## config.mk

```make
export PLATFORM = sky130hd
export DESIGN_NAME = hdr_cmd_sequencer
export DESIGN_NICKNAME = d
export VERILOG_FILES = /design/src/rtl/hdr_cmd_sequencer.sv
export SDC_FILE = /design/constraint.sdc
export NUM_CORES = 1
export LEC_CHECK = 0
export ABC_AREA = 1
export CORE_ASPECT_RATIO = 0.8
export CORE_MARGIN = 2
export CORE_UTILIZATION = 43
export DETAILED_ROUTE_END_ITERATION = 12
export PLACE_DENSITY = 0.76
export SYNTH_ARGS = -nofsm -noshare
export SYNTH_HDL_FRONTEND = slang
export SYNTH_SLANG_ARGS = --single-unit
```

## constraint.sdc

```tcl
create_clock -name i_sys_clk -period 1.33 [get_ports i_sys_clk]
set_clock_uncertainty 0.1 [all_clocks]
set_input_delay 0.266 -clock i_sys_clk [delete_from_list [all_inputs] [get_ports i_sys_clk]]
set_output_delay 0.266 -clock i_sys_clk [all_outputs]
set_load 0.01 [all_outputs]
```

## src/rtl/hdr_cmd_sequencer.sv

```systemverilog
// HDR engine command sequencer: accepts HDR commands, dispatches them to the CCC or
// HDR-DDR transfer block, then runs the restart or exit pattern and returns one response per command.
module hdr_cmd_sequencer #(
    parameter int                 MODE_W     = 3,
    parameter int unsigned        HDR_MODE   = 6,
    parameter int                 TID_W      = 4,
    parameter int                 DLEN_W     = 16,
    parameter int                 TMO_W      = 16,
    parameter logic [TMO_W-1:0]   TMO_CYCLES = 16'd4096
) (
    input  logic              i_sys_clk,
    input  logic              i_sys_rst,
    input  logic              i_i3cengine_hdrengine_en,
    input  logic              i_cmd_valid,
    output logic              o_cmd_ready,
    input  logic              i_cmd_cp,
    input  logic              i_cmd_toc,
    input  logic [MODE_W-1:0] i_cmd_mode,
    input  logic [TID_W-1:0]  i_cmd_tid,
    input  logic [DLEN_W-1:0] i_cmd_dlen,
    input  logic              i_ccc_done,
    input  logic              i_hdr_mode_done,
    input  logic              i_pattern_done,
    output logic              o_ccc_en,
    output logic              o_hdrmode_en,
    output logic              o_restart_en,
    output logic              o_exit_en,
    output logic              o_in_hdr,
    output logic              o_resp_valid,
    input  logic              i_resp_ready,
    output logic [TID_W-1:0]  o_resp_tid,
    output logic [7:0]        o_resp_err,
    output logic [DLEN_W-1:0] o_resp_dlen,
    output logic              o_i3cengine_hdrengine_done
);

    localparam logic [MODE_W-1:0] L_HDR_MODE = MODE_W'(HDR_MODE);
    localparam logic [TMO_W-1:0]  L_TMO_LAST = TMO_CYCLES - TMO_W'(1);
    localparam logic [7:0]        ERR_OK    = 8'h00;
    localparam logic [7:0]        ERR_MODE  = 8'h01;
    localparam logic [7:0]        ERR_TMO   = 8'h02;
    localparam logic [7:0]        ERR_ABORT = 8'h04;

    typedef enum logic [2:0] {
        S_IDLE,
        S_CCC,
        S_XFER,
        S_RESTART,
        S_EXIT,
        S_RESP
    } state_t;

    state_t              r_state;
    logic                r_cmd_ready;
    logic                r_ccc_en;
    logic                r_hdrmode_en;
    logic                r_restart_en;
    logic                r_exit_en;
    logic                r_in_hdr;
    logic                r_resp_valid;
    logic [TID_W-1:0]    r_resp_tid;
    logic [7:0]          r_resp_err;
    logic [DLEN_W-1:0]   r_resp_dlen;
    logic                r_done;
    logic                r_toc;
    logic                r_exit_flag;
    logic [TMO_W-1:0]    r_wdog;

    logic w_accept;
    logic w_bad_mode;
    logic w_blk_done;
    logic w_tmo_hit;

    assign w_accept   = i_cmd_valid && r_cmd_ready;
    assign w_bad_mode = (i_cmd_mode != L_HDR_MODE);
    // Only the done pulse of the block currently enabled counts; the other is ignored.
    assign w_blk_done = (r_state == S_CCC) ? i_ccc_done : i_hdr_mode_done;
    assign w_tmo_hit  = (TMO_CYCLES != '0) && (r_wdog == L_TMO_LAST);

    always_ff @(posedge i_sys_clk) begin
        if (i_sys_rst) begin
            r_state      <= S_IDLE;
            r_cmd_ready  <= 1'b0;
            r_ccc_en     <= 1'b0;
            r_hdrmode_en <= 1'b0;
            r_restart_en <= 1'b0;
            r_exit_en    <= 1'b0;
            r_in_hdr     <= 1'b0;
            r_resp_valid <= 1'b0;
            r_resp_tid   <= '0;
            r_resp_err   <= ERR_OK;
            r_resp_dlen  <= '0;
            r_done       <= 1'b0;
            r_toc        <= 1'b0;
            r_exit_flag  <= 1'b0;
            r_wdog       <= '0;
        end else begin
            r_done <= 1'b0;
            case (r_state)
                S_IDLE: begin
                    r_cmd_ready <= i_i3cengine_hdrengine_en;
                    if (w_accept) begin
                        r_cmd_ready <= 1'b0;
                        r_toc       <= i_cmd_toc;
                        r_resp_tid  <= i_cmd_tid;
                        r_resp_dlen <= i_cmd_dlen;
                        r_wdog      <= '0;
                        if (w_bad_mode) begin
                            // A rejected command still has to leave HDR cleanly if the bus is in it.
                            r_resp_err  <= ERR_MODE;
                            r_exit_flag <= r_in_hdr;
                            if (r_in_hdr) begin
                                r_state   <= S_EXIT;
                                r_exit_en <= 1'b1;
                            end else begin
                                r_state      <= S_RESP;
                                r_resp_valid <= 1'b1;
                            end
                        end else begin
                            r_resp_err <= ERR_OK;
                            r_in_hdr   <= 1'b1;
                            if (i_cmd_cp) begin
                                r_state  <= S_CCC;
                                r_ccc_en <= 1'b1;
                            end else begin
                                r_state      <= S_XFER;
                                r_hdrmode_en <= 1'b1;
                            end
                        end
                    end
                end

                S_CCC, S_XFER: begin
                    r_wdog <= r_wdog + TMO_W'(1);
                    // Priority: done, then abort, then timeout.
                    if (w_blk_done) begin
                        r_ccc_en     <= 1'b0;
                        r_hdrmode_en <= 1'b0;
                        if (r_toc) begin
                            r_state   <= S_EXIT;
                            r_exit_en <= 1'b1;
                        end else begin
                            r_state      <= S_RESTART;
                            r_restart_en <= 1'b1;
                        end
                    end else if (!i_i3cengine_hdrengine_en) begin
                        r_ccc_en     <= 1'b0;
                        r_hdrmode_en <= 1'b0;
                        r_resp_err   <= ERR_ABORT;
                        r_state      <= S_EXIT;
                        r_exit_en    <= 1'b1;
                    end else if (w_tmo_hit) begin
                        r_ccc_en     <= 1'b0;
                        r_hdrmode_en <= 1'b0;
                        r_resp_err   <= ERR_TMO;
                        r_state      <= S_EXIT;
                        r_exit_en    <= 1'b1;
                    end
                end

                S_RESTART: begin
                    if (i_pattern_done) begin
                        r_restart_en <= 1'b0;
                        r_resp_valid <= 1'b1;
                        r_state      <= S_RESP;
                    end
                end

                S_EXIT: begin
                    if (i_pattern_done) begin
                        r_exit_en    <= 1'b0;
                        r_in_hdr     <= 1'b0;
                        r_exit_flag  <= 1'b1;
                        r_resp_valid <= 1'b1;
                        r_state      <= S_RESP;
                    end
                end

                S_RESP: begin
                    if (i_resp_ready) begin
                        // The main engine is told only once the exit's response has been taken.
                        r_resp_valid <= 1'b0;
                        r_done       <= r_exit_flag;
                        r_exit_flag  <= 1'b0;
                        r_cmd_ready  <= i_i3cengine_hdrengine_en;
                        r_state      <= S_IDLE;
                    end
                end

                default: begin
                    r_state <= S_IDLE;
                end
            endcase
        end
    end

    assign o_cmd_ready                = r_cmd_ready;
    assign o_ccc_en                   = r_ccc_en;
    assign o_hdrmode_en               = r_hdrmode_en;
    assign o_restart_en               = r_restart_en;
    assign o_exit_en                  = r_exit_en;
    assign o_in_hdr                   = r_in_hdr;
    assign o_resp_valid               = r_resp_valid;
    assign o_resp_tid                 = r_resp_tid;
    assign o_resp_err                 = r_resp_err;
    assign o_resp_dlen                = r_resp_dlen;
    assign o_i3cengine_hdrengine_done = r_done;

endmodule
```

## Yosys cells after proc, flatten, opt, wreduce, memory -nomap -nowiden

Cells that the tools add are included.

- Bits of input ports: 33
- Flip-flop bits (word level): 57
- Logic and storage cells: 124

- Equal/unequal tests: 24
- Reduce and logical (&&, ||, !) cells: 24
- Add/sub/neg operators: 1
- Multiplexer cells: 58
- Bitwise logic cells: 2

Operators with widths:

| kind | count |
|---|---|
| 2-to-1 mux 1 bit | 33 |
| 2-to-1 mux 8 bit | 4 |
| case mux 16 bit (2 select lines) | 1 |
| != test 2 bit, second input constant | 13 |
| 2-to-1 mux 3 bit | 8 |
| adder 16 x 1 -> 16 bit, second input constant | 1 |
| == test 16 x 12 -> 1 bit, second input constant | 1 |
| 2-to-1 mux 16 bit | 1 |
| case mux 8 bit (2 select lines) | 1 |
| AND reduction 4 bit | 4 |
| AND reduction 5 bit | 3 |
| case mux 3 bit (4 select lines) | 1 |
| case mux 1 bit (2 select lines) | 5 |
| != test 3 bit, second input constant | 3 |
| case mux 1 bit (3 select lines) | 3 |
| nonzero test 3 bit | 3 |
| nonzero test 2 bit | 4 |
| AND reduction 7 bit | 1 |
| == test 3 x 2 -> 1 bit, second input constant | 2 |
| == test 3 bit, second input constant | 2 |
| AND reduction 2 bit | 3 |
| AND reduction 6 bit | 1 |
| != test 4 bit, second input constant | 1 |
| OR reduction 2 bit | 2 |
| 7 further kinds | 8 |

## Longest topological paths before layout

- Depth after elaboration: 5
- Mapped depth: 10

## Worst setup path before layout

Ideal clock, no wire load.

- Path type: flip-flop to flip-flop
- Start: register r_state[1]
- End: register r_wdog[10]
- Path buffers: 1
- Cell stages (with the launch flop): 8
- Data required time: 1.098 ns
- Clock period less this slack: 1.466 ns
- Data arrival time: 1.235 ns
- Setup time: 0.132 ns
- Path slack: -0.136 ns
- Path through: dfxtp_1 > nor2_2 > nand2_4 > inv_2 > nand2_2 > buf_6 > a22oi_1 > nor3_1

- Word-level cells in the longest chain between the ends: 4
- Elaborated cells on any way between the ends: 8

RTL lines:

| element | line | RTL |
|---|---|---|
| start: declaration | 53 | `state_t r_state;` |
| start signal: assignment | 82 | `r_state <= S_IDLE;` |
| start signal: assignment | 113 | `r_state <= S_EXIT;` |
| start signal: assignment | 116 | `r_state <= S_RESP;` |
| == test 3 x 1 -> 1 bit or == test 3 x 2 -> 1 bit (tied branches) | 99 | `case (r_state)` |
| OR reduction 2 bit | 99 |  |
| nonzero test 2 bit (no line) | - |  |
| AND reduction 2 bit (no line) | - |  |
| end signal: assignment | 134 | `r_wdog <= r_wdog + TMO_W'(1);` |
| end: declaration | 67 | `logic [TMO_W-1:0] r_wdog;` |

Several ways; a longest one is shown, not always the timed one.
A chain may end at the register's enable or synchronous reset.

## Worst setup path in the final report

- Start: register r_state[1]
- End: register r_state[2]

- Word-level cells in the longest chain between the ends: 4
- Elaborated cells on any way between the ends: 16

RTL lines:

| element | line | RTL |
|---|---|---|
| == test 3 x 1 -> 1 bit (tied with other cells) | 77, 99 |  |
| 2-to-1 mux 1 bit (tied with other cells) | 77 | `assign w_blk_done = (r_state == S_CCC) ? i_ccc_done : i_hdr_mode_done;` |
| != test 4 bit (no line) (tied with other cells) | - |  |
| AND reduction 4 bit (no line) or case mux 3 bit (4 select lines) (tied branches) | - |  |

Several ways; a longest one is shown, not always the timed one.

==> metrics.txt <==
status=complete, but fails checks; failing checks=setup timing; Die X=88.7 µm; CP arrival=1650 ps; CTS tree=done; final-stage net count=519; Post-Synthesis Cells=367; flop2flop setup slack=-200 ps; Finished Layout Cells=564; Hold Fails Final Rpt=0; Layout Utilization=0.751; Hold EP=o_resp_valid; worst path cell trace=nor2_4, buf_4, nand3_4, nand2_1, nor2_2, nand2_4, nand2_2, nand2_1, nor2_1; Placement Cell Area=3530 µm²; # H-tree levels=2; Max IR drop VDD=0.798 mV; Pleak=1.83 nW; n_diodes=0; Syn. warnings=0; via count=2,854; final-layout fill cell count=391; reg2reg start=r_state[1]; crit-path max cell delay=380 ps; Post-Place Cells=542; Starting Density=0.449; worst skew pair latency=310 ps; placed wire-length estimate=5.00 mm; CP startpoint kind=flop; RePlAce Congestion=0.876; MaxCap Viol Count=0; worst hold path class=reg2reg; Tcrit/Tclk final=1.15; CP Class=reg2reg; CP most frequent cell=nand2_1; vias per cell=5.06; final worst slack=-203 ps; Placement Setup Slack=-432 ps; Worst EP required=1450 ps; DR DRC count=0; CTS Hold Bufs=0; R2R depth=9; Min-Delay Path Depth=2; clock sink total=52; main area contributors after synthesis=dfxtp_1 (42%), nand2_1 (12%), nor2_1 (10%); post-route minimum period=1530 ps; Die Ht=71.8 µm; slowest stage cell, crit path=dfxtp_4; PwrDens=1680 nW/µm²; CTS buffer count=5; Synth cell types=28; share of layout cells above drive strength 1=0.335; post-synthesis sequential area ratio=0.421; Setup-failing EPs final=51; initial antenna violation count=0; Detail Route Antenna Nets=0; RSZ-0062 raised after global routing=yes; Pins Over Slew Limit=0; hold_sp=o_resp_valid; Core Rows=24; die area=6370 µm²; Final Cell Area=4130 µm²; Yosys reg bits=52; All-Layer GR Usage=0.248; clock-pin slew on the worst setup and hold paths=100 ps; Pre-antenna DRT Iters=4; Starting DRT DRC Count=163; Synth area leader=dfxtp_1; Buffers on Ports=63; Root Buffer=clkbuf_8; Clock Path Buffers=2; Congestion Overflow GR=0; total power=6.92 mW; post-synth top area share=0.421; first-pass GRT wire length=12.5 mm; core box area=5500 µm²; per-cell routed wire length=13.9 µm; num ports=69; vias in the first global route=2,750; WL final=7.83 mm; fmax=652 MHz; crit end category=flop; Avg Inst Size Synth=6.73 µm²; reg2reg end=r_state[2]; Max FO, Critical Path=6; P&R area growth vs syn=67.0%; pin count of the biggest net entering global routing=40; synthesized area=2470 µm²
-- layout make-up --
type | instances | area [µm²] | area share
Clock buffer | 5 | 68.8 | 0.0167
Inverter | 32 | 135 | 0.0328
Tap cell | 78 | 97.6 | 0.0237
Clock inverter | 3 | 22.5 | 0.00546
Timing Repair Buffer | 123 | 1150 | 0.279
Multi-Input combinational cell | 271 | 1590 | 0.385
Sequential cell | 52 | 1060 | 0.258
-- critical path, delay by kind of cell, from the launching register on --
family                 cells  cell delay (ps)
DFF                        1              380
and+or+nand+nor            8              780
buffers and inverters      1              170
-- timing repair --
action,in CTS,in global routing
gates cloned,1,0
setup buffers,10,3
pin swaps,29,12
setup endpoints to repair,81,71
resized for setup,107,69
-- Yosys cell counts --
cell type / instances
a211oi_1: 4
a21oi_1: 26
a22oi_1: 1
a31oi_1: 1
and3_1: 2
buf_2: 2
buf_4: 5
buf_6: 2
clkbuf_1: 6
clkbuf_2: 1
conb_1: 1
dfxtp_1: 52
ha_1: 1
inv_1: 29
inv_2: 3
nand2_1: 82
nand2_2: 3
nand2_4: 2
nand3_1: 24
nand3_2: 1
nand4_1: 4
nor2_1: 69
nor2_2: 3
nor2_4: 1
nor3_1: 4
o21ai_0: 36
or2_2: 1
xor2_1: 1
-- worst max-delay path by stage --
stage / slack [ps] / from / endpoint / cells after the start
2_1_floorplan: -30 / r_wdog[1] / r_wdog[10] / 7
3_3_place_gp: -390 / i_cmd_mode[2] / r_state[0] / 9
3_5_place_dp: -430 / i_cmd_mode[2] / r_state[0] / 9
4_1_cts: -160 / r_state[0] / r_wdog[9] / 8
5_1_grt: -280 / r_state[1] / r_state[2] / 9
6_report: -200 / r_state[1] / r_state[2] / 9
-- per-stage QoR --
stage / hold WS [ps] / TNS (ps)
6_report: 349 / -5980
5_1_grt: 369 / -9730
4_1_cts: 348 / -4110
3_5_place_dp: 340 / -14090
3_3_place_gp: 336 / -12980
2_1_floorplan: 244 / -76.8
-- flip-flops by register name, indices dropped and copies added (netlist names), 3 cells and up --
| signal | flops |
|---|---|
| o_resp_dlen | 16 |
| r_state | 3 |
| r_wdog | 16 |
| o_resp_tid | 4 |
| o_resp_err | 3 |
-- where the power goes --
group | internal, mW | switching [mW] | total [mW] | leakage (nW)
Clock | 0.379 | 0.584 | 0.963 | 0.0485
Sequential | 1.86 | 0.203 | 2.06 | 0.429
Combinational | 1.77 | 2.12 | 3.90 | 1.35
Total | 4.01 | 2.91 | 6.92 | 1.83
-- cell usage in the layout, fill, tap and decap left out, types with 5 or more instances in the layout --
master,instances
nand3_2,12
nor2_1,50
nor2_4,10
a21oi_2,5
clkbuf_8,5
dfxtp_1,41
buf_6,9
buf_4,45
clkdlybuf4s50_1,32
conb_1,5
clkbuf_2,5
inv_1,26
nand3_1,10
dfxtp_2,8
nor2_2,13
clkdlybuf4s15_1,14
o21ai_0,24
o21ai_1,6
dlygate4sd2_1,12
a21oi_1,21
nand2_2,11
nand2_4,6
nand2_1,68
-- layer usage --
| layer | vias to the layer above | share of wire | global-route usage |
|---|---|---|---|
| li1 | 1415 | - | - |
| met3 | 11 | 0.079 | 0.0864 |
| met4 | 0 | 0.0093 | 0.0673 |
| met1 | 1320 | 0.44 | 0.315 |
| met2 | 108 | 0.47 | 0.400 |
| met5 | - | 0 | 0 |
-- cell families after synthesis --
logic type / Yosys count / synth area share
AO/OA/AOI/OAI: 68 / 0.143
XOR/XNOR: 1 / 0.00355
adder cells (fa/ha/maj): 1 / 0.00507
buffers and inverters: 48 / 0.0881
flip-flops: 52 / 0.421
other: 1 / 0.00152
AND/OR/NAND/NOR: 196 / 0.337
(Power assumes the default switching activity.)
